### config.mk
export PLATFORM = sky130hd
export DESIGN_NAME = bin2bcd_seq
export DESIGN_NICKNAME = d
export VERILOG_FILES = /design/src/rtl/bin2bcd_pkg.sv /design/src/rtl/bin2bcd_seq_adj.sv /design/src/rtl/bin2bcd_seq.sv
export SDC_FILE = /design/constraint.sdc
export NUM_CORES = 1
export LEC_CHECK = 0
export ABC_AREA = 1
export BUFFER_PORTS_ARGS = -buffer_cell sky130_fd_sc_hd__buf_4
export CORE_MARGIN = 4
export CORE_UTILIZATION = 50
export CTS_CLUSTER_DIAMETER = 100
export DETAILED_ROUTE_END_ITERATION = 8
export PLACE_DENSITY = 0.8
export SLEW_MARGIN = 20
export SYNTH_ARGS = -nofsm -noshare
export SYNTH_HDL_FRONTEND = slang
export SYNTH_HIERARCHICAL = 1
export SYNTH_SLANG_ARGS = --single-unit
### constraint.sdc
create_clock -name clk -period 1.42 [get_ports clk]
set_input_delay 0.071 -clock clk [delete_from_list [all_inputs] [get_ports clk]]
set_output_delay 0.071 -clock clk [all_outputs]
set_load 0.02 [all_outputs]
### src/rtl/bin2bcd_pkg.sv
// Shared definitions for the sequential double-dabble binary-to-BCD converter.
package bin2bcd_pkg;

  // Converter FSM states
  typedef enum logic [1:0] {
    IDLE  = 2'd0,
    SHIFT = 2'd1,
    DONE  = 2'd2
  } state_e;

  // Per-digit adjust: a digit at or above ADJ_THRESH gets ADJ_ADD before the shift
  localparam int unsigned ADJ_THRESH = 5;
  localparam int unsigned ADJ_ADD    = 3;

  // Width of a down-counter that must hold the value bin_w
  function automatic int unsigned cnt_w(input int unsigned bin_w);
    return $clog2(bin_w + 1);
  endfunction

endpackage

### src/rtl/bin2bcd_seq_adj.sv
// bcd_digit_adj: combinational "if >= 5 then +3" cell for one BCD digit.
module bcd_digit_adj
  import bin2bcd_pkg::*;
(
  input  logic [3:0] i_digit,
  output logic [3:0] o_digit
);

  // Add 3 so that the following left shift carries correctly into the next digit
  always_comb begin
    o_digit = i_digit;
    if (i_digit >= 4'(ADJ_THRESH)) begin
      o_digit = i_digit + 4'(ADJ_ADD);
    end
  end

endmodule

### src/rtl/bin2bcd_seq.sv
// bin2bcd_seq: one-bit-per-clock binary-to-BCD converter (shift-and-add-3).
// Optional feature macro: BIN2BCD_SIGNED_EN (two's complement input, adds sign_out).
module bin2bcd_seq
  import bin2bcd_pkg::*;
#(
  parameter int unsigned BIN_W  = 8,
  parameter int unsigned DIGITS = 3
) (
  input  logic                  clk,
  input  logic                  rst,
  input  logic                  start,
  input  logic [BIN_W-1:0]      bin_in,
  output logic                  busy,
  output logic                  done,
  output logic [4*DIGITS-1:0]   bcd_out,
  output logic                  ovf
`ifdef BIN2BCD_SIGNED_EN
  ,
  output logic                  sign_out
`endif
);

  localparam int unsigned BCD_W = 4 * DIGITS;
  localparam int unsigned CNT_W = cnt_w(BIN_W);

  state_e             r_state;
  logic [BIN_W-1:0]   r_sr;
  logic [BCD_W-1:0]   r_bcd;
  logic               r_ovf;
  logic [CNT_W-1:0]   r_cnt;

  logic [BCD_W-1:0]   w_adj;
  logic [BCD_W-1:0]   w_bcd_nxt;
  logic [BIN_W-1:0]   w_sr_nxt;
  logic               w_carry;
  logic               w_ovf_nxt;
  logic [BIN_W-1:0]   w_load;
  logic               w_last;

`ifdef BIN2BCD_SIGNED_EN
  logic               r_neg;

  // Magnitude of the two's complement operand; the most negative value maps exactly
  assign w_load = bin_in[BIN_W-1] ? (~bin_in + BIN_W'(1)) : bin_in;
`else
  assign w_load = bin_in;
`endif

  // One adjust cell per scratch digit
  for (genvar g = 0; g < DIGITS; g++) begin : g_adj
    bcd_digit_adj u_adj (
      .i_digit (r_bcd[4*g +: 4]),
      .o_digit (w_adj[4*g +: 4])
    );
  end

  // Combined step: adjusted scratch and shift register move left by one bit
  assign w_carry   = w_adj[BCD_W-1];
  assign w_bcd_nxt = {w_adj[BCD_W-2:0], r_sr[BIN_W-1]};
  assign w_sr_nxt  = {r_sr[BIN_W-2:0], 1'b0};
  assign w_ovf_nxt = r_ovf | w_carry;
  assign w_last    = (r_cnt == CNT_W'(1));

  // FSM, datapath registers and registered outputs
  always_ff @(posedge clk or posedge rst) begin
    if (rst) begin
      r_state <= IDLE;
      r_sr    <= '0;
      r_bcd   <= '0;
      r_ovf   <= 1'b0;
      r_cnt   <= '0;
      busy    <= 1'b0;
      done    <= 1'b0;
      bcd_out <= '0;
      ovf     <= 1'b0;
`ifdef BIN2BCD_SIGNED_EN
      r_neg    <= 1'b0;
      sign_out <= 1'b0;
`endif
    end else begin
      done <= 1'b0;
      case (r_state)
        IDLE, DONE: begin
          // DONE accepts a new start exactly like IDLE for back-to-back use
          if (start) begin
            r_sr    <= w_load;
            r_bcd   <= '0;
            r_ovf   <= 1'b0;
            r_cnt   <= CNT_W'(BIN_W);
            busy    <= 1'b1;
            r_state <= SHIFT;
`ifdef BIN2BCD_SIGNED_EN
            r_neg   <= bin_in[BIN_W-1];
`endif
          end else begin
            busy    <= 1'b0;
            r_state <= IDLE;
          end
        end
        SHIFT: begin
          r_bcd <= w_bcd_nxt;
          r_sr  <= w_sr_nxt;
          r_ovf <= w_ovf_nxt;
          r_cnt <= r_cnt - CNT_W'(1);
          if (w_last) begin
            bcd_out <= w_bcd_nxt;
            ovf     <= w_ovf_nxt;
            done    <= 1'b1;
            busy    <= 1'b0;
            r_state <= DONE;
`ifdef BIN2BCD_SIGNED_EN
            // A negative operand never has zero magnitude, so zero stays positive
            sign_out <= r_neg;
`endif
          end
        end
        default: begin
          busy    <= 1'b0;
          r_state <= IDLE;
        end
      endcase
    end
  end

endmodule

==> results.cfg <==
[timing]
whs_ns = 0.0318
rsz0062_at_grt = true
layout_min_cycle_time_ns = 1.38
period_share = 0.969
slew_headroom = 0.646
worst_pin_slew_ns = 0.530
fin_skew_ns = 0.00555
finalWorstSetupSlack_ns = 0.0437
fmax_mhz = 727
finalSetupViolCount = 0
hold_violations = 0
finalMaxSlewViolations = 0

[clock_network]
tritoncts = built
htreeDepth = 2
cts_buffer_depth = 2
cts_root_buffer = clkbuf_8
clk_pin_slew_ns = 0.08
clk_latency_ns = 0.29
cts_sinks = 42
numCtsBuffers = 5

[pwr]
power_density_mw_per_mm2 = 2510
power_uw = 6760
p_leak_uw = 0.00137
vdd_ir_drop_max_uv = 1300

[worst_setup_path]
path_class = flop to flop
path_max_fanout = 4
critPathCaptureType = flop
rr_startpoint = r_bcd[5]
arrival_ns = 1.60
worstSetupStartpointType = flop
crit_path_start = r_bcd[5]
critPathRequiredTime_ns = 1.64

[grt]
grt_pass1_wl_um = 6970
track_usage = 0.164
grt_overflow_total = 0
grt_max_degree = 43
grt_pass1_vias = 1583
antenna_found_initial = 0

[run_status]
status = completed

[place]
place_hpwl_um = 2850
gp_congestion = 0.859
port-buffer-count = 25
pre_cts_ws_ns = 0.0107
dpl-instance-area_mm2 = 0.00248
placedCellCount = 337

[die]
pin_count = 26
std_cell_rows = 23
die_width_um = 74.7
dieArea_mm2 = 0.00558
start_util = 0.537
die_y_um = 74.7
core_area_mm2 = 0.00414

[detailed_routing]
drtIter0Drc = 70
wl_um = 4250
viasPerCell = 4.95
drtPass1Iterations = 4
postRouteAntennaNets = 0
wl_per_cell_um = 12.1
drc = 0
vias = 1739

[synth]
syn_inst = 261
synth_area_leader_cell = dfrtp_1
synthTopCellsByCount = nand2_1 (73), dfrtp_1 (42), inv_1 (35)
syn_avg_cell_area_um2 = 8.52
synthArstFlopShare = 1.00
synth-seq-area-share = 0.473
yosysTopAreaCellShare = 0.473
ys_ff_latch = 42
synth-main-ff-cell = dfrtp_1
ys.warnings.count = 6
post-synth-top-count-cell = nand2_1
syn_area_mm2 = 0.00222
synth_edf_count = 0
synth_area_leaders = dfrtp_1 (47%), nand2_1 (12%), o21ai_2 (6.7%), inv_1 (5.9%), o21ai_0 (5.4%)
postSynthNetCount = 280
synth.distinct_cells = 23

[final_layout]
fin_cells = 351
stdcell_area_mm2 = 0.00270
drive_gt1_frac = 0.346
area_growth_pct = 21.3
antenna_cells = 0
finalNetCount = 319

[flow_run]
drv_cap = 0

[hold_path]
hold_class = primary input to flop
worstHoldStart = bin_in[0]
[worst max-delay path, stage by stage, from the launching register on]
cell and delay (ns):
dfrtp_1 0.41, inv_2 0.09, ha_4 0.17, nand2_4 0.07, nand2_4 0.06, nor2_4 0.18, nand2_2 0.08, o21ai_2 0.07
inv_2 0.06, o21ai_2 0.13
[through the flow]
step / utilization / setup TNS, ns
5_1_grt: 0.651 / -0.207
6_report: 0.651 / 0
4_1_cts: 0.628 / 0
3_3_place_gp: 0.599 / 0
3_5_place_dp: 0.599 / 0
2_1_floorplan: - / 0
[routing by layer]
metal  routed length (um)  global-route usage  up-vias
li1                     -                   -      887
met1                 1990               0.208      805
met2                 1960               0.271       39
met3                  232              0.0414        8
met4                   63              0.0593        0
met5                    0                   0        -
[registers in the layout (all words and copies together), names as in the netlist]
register,cells
bcd_out,12
r_sr,8
r_cnt,4
busy,1
r_ovf,1
ovf,1
done,1
r_state,2
r_bcd,12
[path summary, 6_finish.rpt]
| check | cells past startpoint | to | slack [ns] |
|---|---|---|---|
| worst max-delay path | 9 | r_bcd[6] | 0.04 |
| worst min-delay path | 3 | r_sr[0] | 0.03 |
| worst max register to register | 9 | r_bcd[6] | 0.04 |
| worst min register to register | 2 | busy | 0.48 |
| max in group asynchronous | 4 | r_bcd[4] | 0.58 |
| min in group asynchronous | 4 | r_sr[4] | 0.46 |
[report_power, final]
part           switching (uW)  internal [uW]
sequential                410           1750
combinational            2220           1460
clock                     399            526
total                    3030           3730
[cells by family after synthesis]
logic type                 synth area share
DFF                                   0.473
buffers and inverters                0.0968
adders and majority gates            0.0450
and+or+nand+nor                       0.241
AOI/OAI and AO/OA                     0.145
[cell usage in the layout (no fill, tap or decap)]
| cell | n |
|---|---|
| a21oi_1 | 1 |
| a21oi_2 | 3 |
| buf_12 | 1 |
| buf_4 | 37 |
| bufinv_16 | 1 |
| clkbuf_1 | 2 |
| clkbuf_8 | 5 |
| dfrtp_1 | 41 |
| dfrtp_2 | 1 |
| dlygate4sd3_1 | 1 |
| ha_1 | 2 |
| ha_2 | 4 |
| ha_4 | 2 |
| inv_1 | 26 |
| inv_2 | 13 |
| inv_4 | 1 |
| nand2_1 | 70 |
| nand2_2 | 6 |
| nand2_4 | 2 |
| nand2b_1 | 1 |
| nand3_1 | 7 |
| nand3_4 | 1 |
| nand4_1 | 1 |
| nor2_1 | 18 |
| nor2_2 | 1 |
| nor2_4 | 6 |
| nor2_8 | 1 |
| o21ai_0 | 19 |
| o21ai_1 | 7 |
| o21ai_2 | 18 |
| o22ai_1 | 1 |
| or2_2 | 1 |
[final cells by class]
cell class	count	area, um^2
inverter	40	153
clock inverter	1	30.0
sequential	42	1050
clock buffer	7	76.3
tap	50	62.6
fill	381	1450
timing repair buffer	39	308
multi-input combinational	172	1020
[timing repair]
action | 4_1_cts | 5_1_grt
gates cloned | 0 | 0
endpoints found under the hold margin | 42 | 0
gates resized for setup | 3 | 29
hold buffers | 1 | 0
pin swaps | 0 | 11
endpoints found under the setup margin | 3 | 19
buffers inserted | 0 | 5
(Power assumes the default switching activity.)
